==> config.mk <==
export PLATFORM = sky130hd
export DESIGN_NAME = obstacle_collision
export DESIGN_NICKNAME = d
export VERILOG_FILES = /design/src/rtl/obstacle_collision_pkg.sv /design/src/rtl/obstacle_collision_hitbox_overlap.sv /design/src/rtl/obstacle_collision.sv
export SDC_FILE = /design/constraint.sdc
export NUM_CORES = 1
export LEC_CHECK = 0
export ABC_AREA = 1
export CAP_MARGIN = 15
export CELL_PAD_IN_SITES_DETAIL_PLACEMENT = 2
export CELL_PAD_IN_SITES_GLOBAL_PLACEMENT = 2
export CORE_MARGIN = 2
export CORE_UTILIZATION = 28
export DETAILED_ROUTE_END_ITERATION = 16
export PLACE_DENSITY = 0.9
export SETUP_SLACK_MARGIN = 0.3
export SLEW_MARGIN = 30
export SYNTH_ARGS = -nofsm -noshare
export SYNTH_HDL_FRONTEND = slang
export SYNTH_HIERARCHICAL = 1
export SYNTH_SLANG_ARGS = --single-unit
export TNS_END_PERCENT = 5
==> constraint.sdc <==
create_clock -name clk -period 4.1 [get_ports clk]
set_input_delay 0.41 -clock clk [delete_from_list [all_inputs] [get_ports clk]]
set_output_delay 0.41 -clock clk [all_outputs]
set_load 0.01 [all_outputs]
==> src/rtl/obstacle_collision_pkg.sv <==
// Shared definitions for the collision block: FSM state encoding and screen
// geometry constants that the obstacle generators also use.
package obstacle_collision_pkg;

    typedef enum logic [1:0] {
        IDLE     = 2'b00,
        ARMED    = 2'b01,
        COOLDOWN = 2'b10,
        DEAD     = 2'b11
    } state_t;

    localparam int SCREEN_END_H = 1023;
    localparam int SCREEN_END_V = 767;

endpackage

==> src/rtl/obstacle_collision_hitbox_overlap.sv <==
// Combinational compare of one obstacle pixel against the player hit box.
module hitbox_overlap #(
    parameter int PLAYER_W = 32,
    parameter int PLAYER_H = 32
) (
    input  logic [11:0] obstacle_x,
    input  logic [11:0] obstacle_y,
    input  logic [11:0] player_x,
    input  logic [11:0] player_y,
    output logic        overlap
);

    // 13-bit edges so a box near 4095 does not wrap back to 0
    logic [12:0] right_edge;
    logic [12:0] bottom_edge;
    logic        pixel_present;
    logic        in_x;
    logic        in_y;

    assign right_edge    = {1'b0, player_x} + 13'(PLAYER_W);
    assign bottom_edge   = {1'b0, player_y} + 13'(PLAYER_H);
    assign pixel_present = (obstacle_x != 12'd0) || (obstacle_y != 12'd0);
    assign in_x          = (obstacle_x >= player_x) && ({1'b0, obstacle_x} < right_edge);
    assign in_y          = (obstacle_y >= player_y) && ({1'b0, obstacle_y} < bottom_edge);
    assign overlap       = pixel_present && in_x && in_y;

endmodule

==> src/rtl/obstacle_collision.sv <==
// Per-frame obstacle/player overlap accumulation, damage, invulnerability
// cooldown and health tracking.
module obstacle_collision
    import obstacle_collision_pkg::*;
#(
    parameter int PLAYER_W      = 32,
    parameter int PLAYER_H      = 32,
    parameter int HP_MAX        = 3,
    parameter int HIT_THRESHOLD = 4,
    parameter int INVULN_FRAMES = 60,
    parameter int FRAME_END_H   = SCREEN_END_H,
    parameter int FRAME_END_V   = SCREEN_END_V
) (
    input  logic        clk,
    input  logic        rst,
    input  logic [11:0] hcount_in,
    input  logic [11:0] vcount_in,
    input  logic [11:0] obstacle_x,
    input  logic [11:0] obstacle_y,
    input  logic [11:0] player_x,
    input  logic [11:0] player_y,
    input  logic        game_on,
    input  logic        menu_on,
    output logic        hit,
    output logic [3:0]  hp,
    output logic        invulnerable,
    output logic        game_over
);

    state_t      state;
    logic [15:0] ov_cnt;
    logic [15:0] frame_cnt;
    logic        overlap;
    logic        frame_end;
    logic        abort;
    logic [16:0] eval_cnt;
    logic        threshold_met;

    hitbox_overlap #(
        .PLAYER_W (PLAYER_W),
        .PLAYER_H (PLAYER_H)
    ) u_overlap (
        .obstacle_x (obstacle_x),
        .obstacle_y (obstacle_y),
        .player_x   (player_x),
        .player_y   (player_y),
        .overlap    (overlap)
    );

    assign frame_end     = (hcount_in == 12'(FRAME_END_H)) && (vcount_in == 12'(FRAME_END_V));
    assign abort         = menu_on || !game_on;
    assign eval_cnt      = {1'b0, ov_cnt} + 17'(overlap);
    assign threshold_met = eval_cnt >= 17'(HIT_THRESHOLD);

    always_ff @(posedge clk) begin
        if (rst) begin
            state        <= IDLE;
            hit          <= 1'b0;
            hp           <= 4'd0;
            invulnerable <= 1'b0;
            game_over    <= 1'b0;
            ov_cnt       <= 16'd0;
            frame_cnt    <= 16'd0;
        end else begin
            hit <= 1'b0;
            if (frame_end || state != ARMED)
                ov_cnt <= 16'd0;
            else if (overlap && ov_cnt != 16'hFFFF)
                ov_cnt <= ov_cnt + 16'd1;

            case (state)
                IDLE: begin
                    if (!abort) begin
                        state <= ARMED;
                        hp    <= 4'(HP_MAX);
                    end
                end
                ARMED: begin
                    // Abort wins over a frame-end hit in the same cycle
                    if (abort) begin
                        state  <= IDLE;
                        hp     <= 4'd0;
                        ov_cnt <= 16'd0;
                    end else if (frame_end && threshold_met && hp != 4'd0) begin
                        hit <= 1'b1;
                        hp  <= hp - 4'd1;
                        if (hp == 4'd1) begin
                            state     <= DEAD;
                            game_over <= 1'b1;
                        end else begin
                            state        <= COOLDOWN;
                            invulnerable <= 1'b1;
                            frame_cnt    <= 16'(INVULN_FRAMES);
                        end
                    end
                end
                COOLDOWN: begin
                    if (abort) begin
                        state        <= IDLE;
                        hp           <= 4'd0;
                        invulnerable <= 1'b0;
                        frame_cnt    <= 16'd0;
                    end else if (frame_end) begin
                        // A zero-length cooldown still lasts until the next frame end
                        if (frame_cnt <= 16'd1) begin
                            state        <= ARMED;
                            invulnerable <= 1'b0;
                            frame_cnt    <= 16'd0;
                        end else begin
                            frame_cnt <= frame_cnt - 16'd1;
                        end
                    end
                end
                DEAD: begin
                    if (menu_on) begin
                        state     <= IDLE;
                        game_over <= 1'b0;
                        hp        <= 4'd0;
                    end
                end
                default: state <= IDLE;
            endcase
        end
    end

endmodule

==> impl_metrics.toml <==
[timing]
slew_headroom_pct = 39.04
period_needed_ns = 4.064
worst_pin_slew_ns = 0.9115
hold_viol_final = 0
finalClockSkew_ns = 0.01208
fin_ws_ns = 0.03603
rsz0062_at_grt = "yes"
holdWs_ns = 0.4974
setup_violations = 0
max_freq_mhz = 246.1
period_share_pct = 99.12
final-max-slew-violation-count = 0

[die]
pin_count = 83
fp.dieW_um = 127.2
coreArea_um2 = 15030
die_height_um = 127.2
start_util_pct = 28.29
dieArea_um2 = 16190
rows = 45

[power]
ir_drop_v = 0.0001789
finalPower_uw = 1529
power-per-cell-area_nw_per_um2 = 247.4
leakage_uw = 0.002728

[logic_synthesis]
netlist_area_um2 = 4253
async_reset_ff_share_pct = 0
synthFlopType = "dfxtp_1"
synth_cell_type_count = 34
ys_seq_area_share_pct = 19.30
synth_edf_count = 0
syn_inst = 700
yosysWarningCount = 6
syn-num-nets = 824
syn_area_per_cell_um2 = 6.075
ys_ff_latch = 41

[outcome]
status = "finished, final reports clean"

[clocking]
clk_latency_ns = 0.31
cts_inserted_buffers = 5
cts-hold-fix-buffers = 0
cts_tree = "built"
htree_num_levels = 2
path_clk_slew_ns = 0.07
clock_path_buffers = 2
cts_root_buf = "clkbuf_16"
cts_sinks = 41

[setup_path]
critPathKind = "primary input to flip-flop"
required_ns = 4.30
cp_max_fo = 6
cp_slowest_cell = "ha_1"
critPathCaptureType = "flip-flop"
slowest_delay_ns = 0.33
arrival_ns = 4.27
critPathLaunchType = "primary input"
cp_common_cell = "nand2_1"

[global_routing]
grt_start_max_net_pins = 16
met3_usage_pct = 3.224
grt_first_pass_wirelength_mm = 31.35
grt.met2_usage_pct = 45.26
gr-usage-all-layers_pct = 24.29
gr-total-overflow = 0
grt_util_met1_pct = 27.97
antenna_found_initial = 0
grt_pass1_vias = 5967
busiest_layer = "met2"

[finish]
fillers = 1758
finalInstanceArea_um2 = 6180
layout_common_cells = "nand2_1, nor2_1, inv_1"
num_antenna_cells = 0
syn2layout_area_growth_pct = 45.31
final_nets = 951
final_cell_count_no_fill = 1016
final_common_cell = "nand2_1"
drive_above_1_share_pct = 19.32

[placement]
place_inst = 991
dpl_cell_area_um2 = 5483
dpl.hpwl_mm = 12.98
pre_cts_slack_ns = -0.4070
place.gp.congestion = 0.7929
portBuffers = 82

[flow_run]
maxCapViolCount = 0

[route]
vias = 5386
drt_wl_total_mm = 22.25
drc = 0
avgRoutedWirePerCell_um = 21.90
drt_pass1_iterations = 4
drt_iter0_drc = 269
via_per_inst = 5.301
drtAntennaViolNets = 0

[worst_hold_path]
min-delay-path-class = "flip-flop to flip-flop"
## per-stage QoR
step,TNS [ns],utilization (%)
after global placement,-2.132,36.47
after global routing,-0.2798,41.11
after CTS,0,39.18
after detailed placement,-8.595,36.47
final,0,41.11
after floorplan,0,-
## power breakdown
group / switching (uW) / internal [uW]
logic: 353 / 246
clock network: 206 / 289
registers: 20.3 / 414
total: 580 / 949
## critical path: cells and delay by family
kind / cells / cell delay, ns
AOI/OAI and AO/OA: 2 / 0.30
xor gates and xnor gates: 1 / 0.29
adders and majority gates: 3 / 0.71
buffers and inverters: 4 / 0.43
and+or+nand+nor: 19 / 2.09
## kinds of logic (layout without fill, tap and decap cells)
logic type | Yosys count | count (layout) | share of synthesized area, %
simple gates | 390 | 391 | 40.42
buf+inv | 112 | 239 | 10.33
compound gates | 85 | 85 | 10.89
fa+ha+maj | 48 | 48 | 14.12
flops | 41 | 41 | 19.30
xor+xnor | 24 | 24 | 4.943
## sequential cells by signal, indices dropped and copies added (netlist names)
register and cells:
ov_cnt 16, hp 4, frame_cnt 16, state 2, hit 1, game_over 1, invulnerable 1
## worst paths after layout
check                       to  depth (start not counted)  slack, ns    startpoint
setup reg to reg      state[1]                          8       1.29  frame_cnt[6]
hold / removal           hp[1]                          2       0.50         hp[1]
hold reg to reg          hp[1]                          2       0.50         hp[1]
setup / recovery  frame_cnt[6]                         29       0.04   player_y[6]
## cell type report
class / instances / area (um^2) / area share (%)
multi-input combinational: 548 / 3359 / 54.36
tap: 188 / 235.2 / 3.806
clock buffer: 5 / 125.1 / 2.025
sequential: 41 / 820.8 / 13.28
clock inverter: 3 / 46.29 / 0.7491
inverter: 106 / 402.9 / 6.520
timing repair buffer: 125 / 1190 / 19.25
## cell usage after synthesis, drive strengths merged, types with 11 or more instances
master	count	share of area, %
a21oi	47	5.7
dfxtp	41	19
ha	48	14
inv	106	9.4
nand2	169	16
nand3	63	8.2
nand4	11	1.6
nor2	126	12
nor3	12	1.4
o21ai	29	3.6
xor2	20	4.1
## repair_timing
item	4_1_cts	5_1_grt
gates resized for setup	58	92
gates cloned	2	0
endpoints found under the setup margin	25	28
setup buffers	10	5
pin swaps	25	37
## layer usage
layer | routed length [um] | part of all wire [%]
met5 | 0 | 0
met4 | 880 | 4.0
met3 | 791 | 3.6
met2 | 11550 | 52
met1 | 9028 | 41
Power figures use the tool's default switching activity.
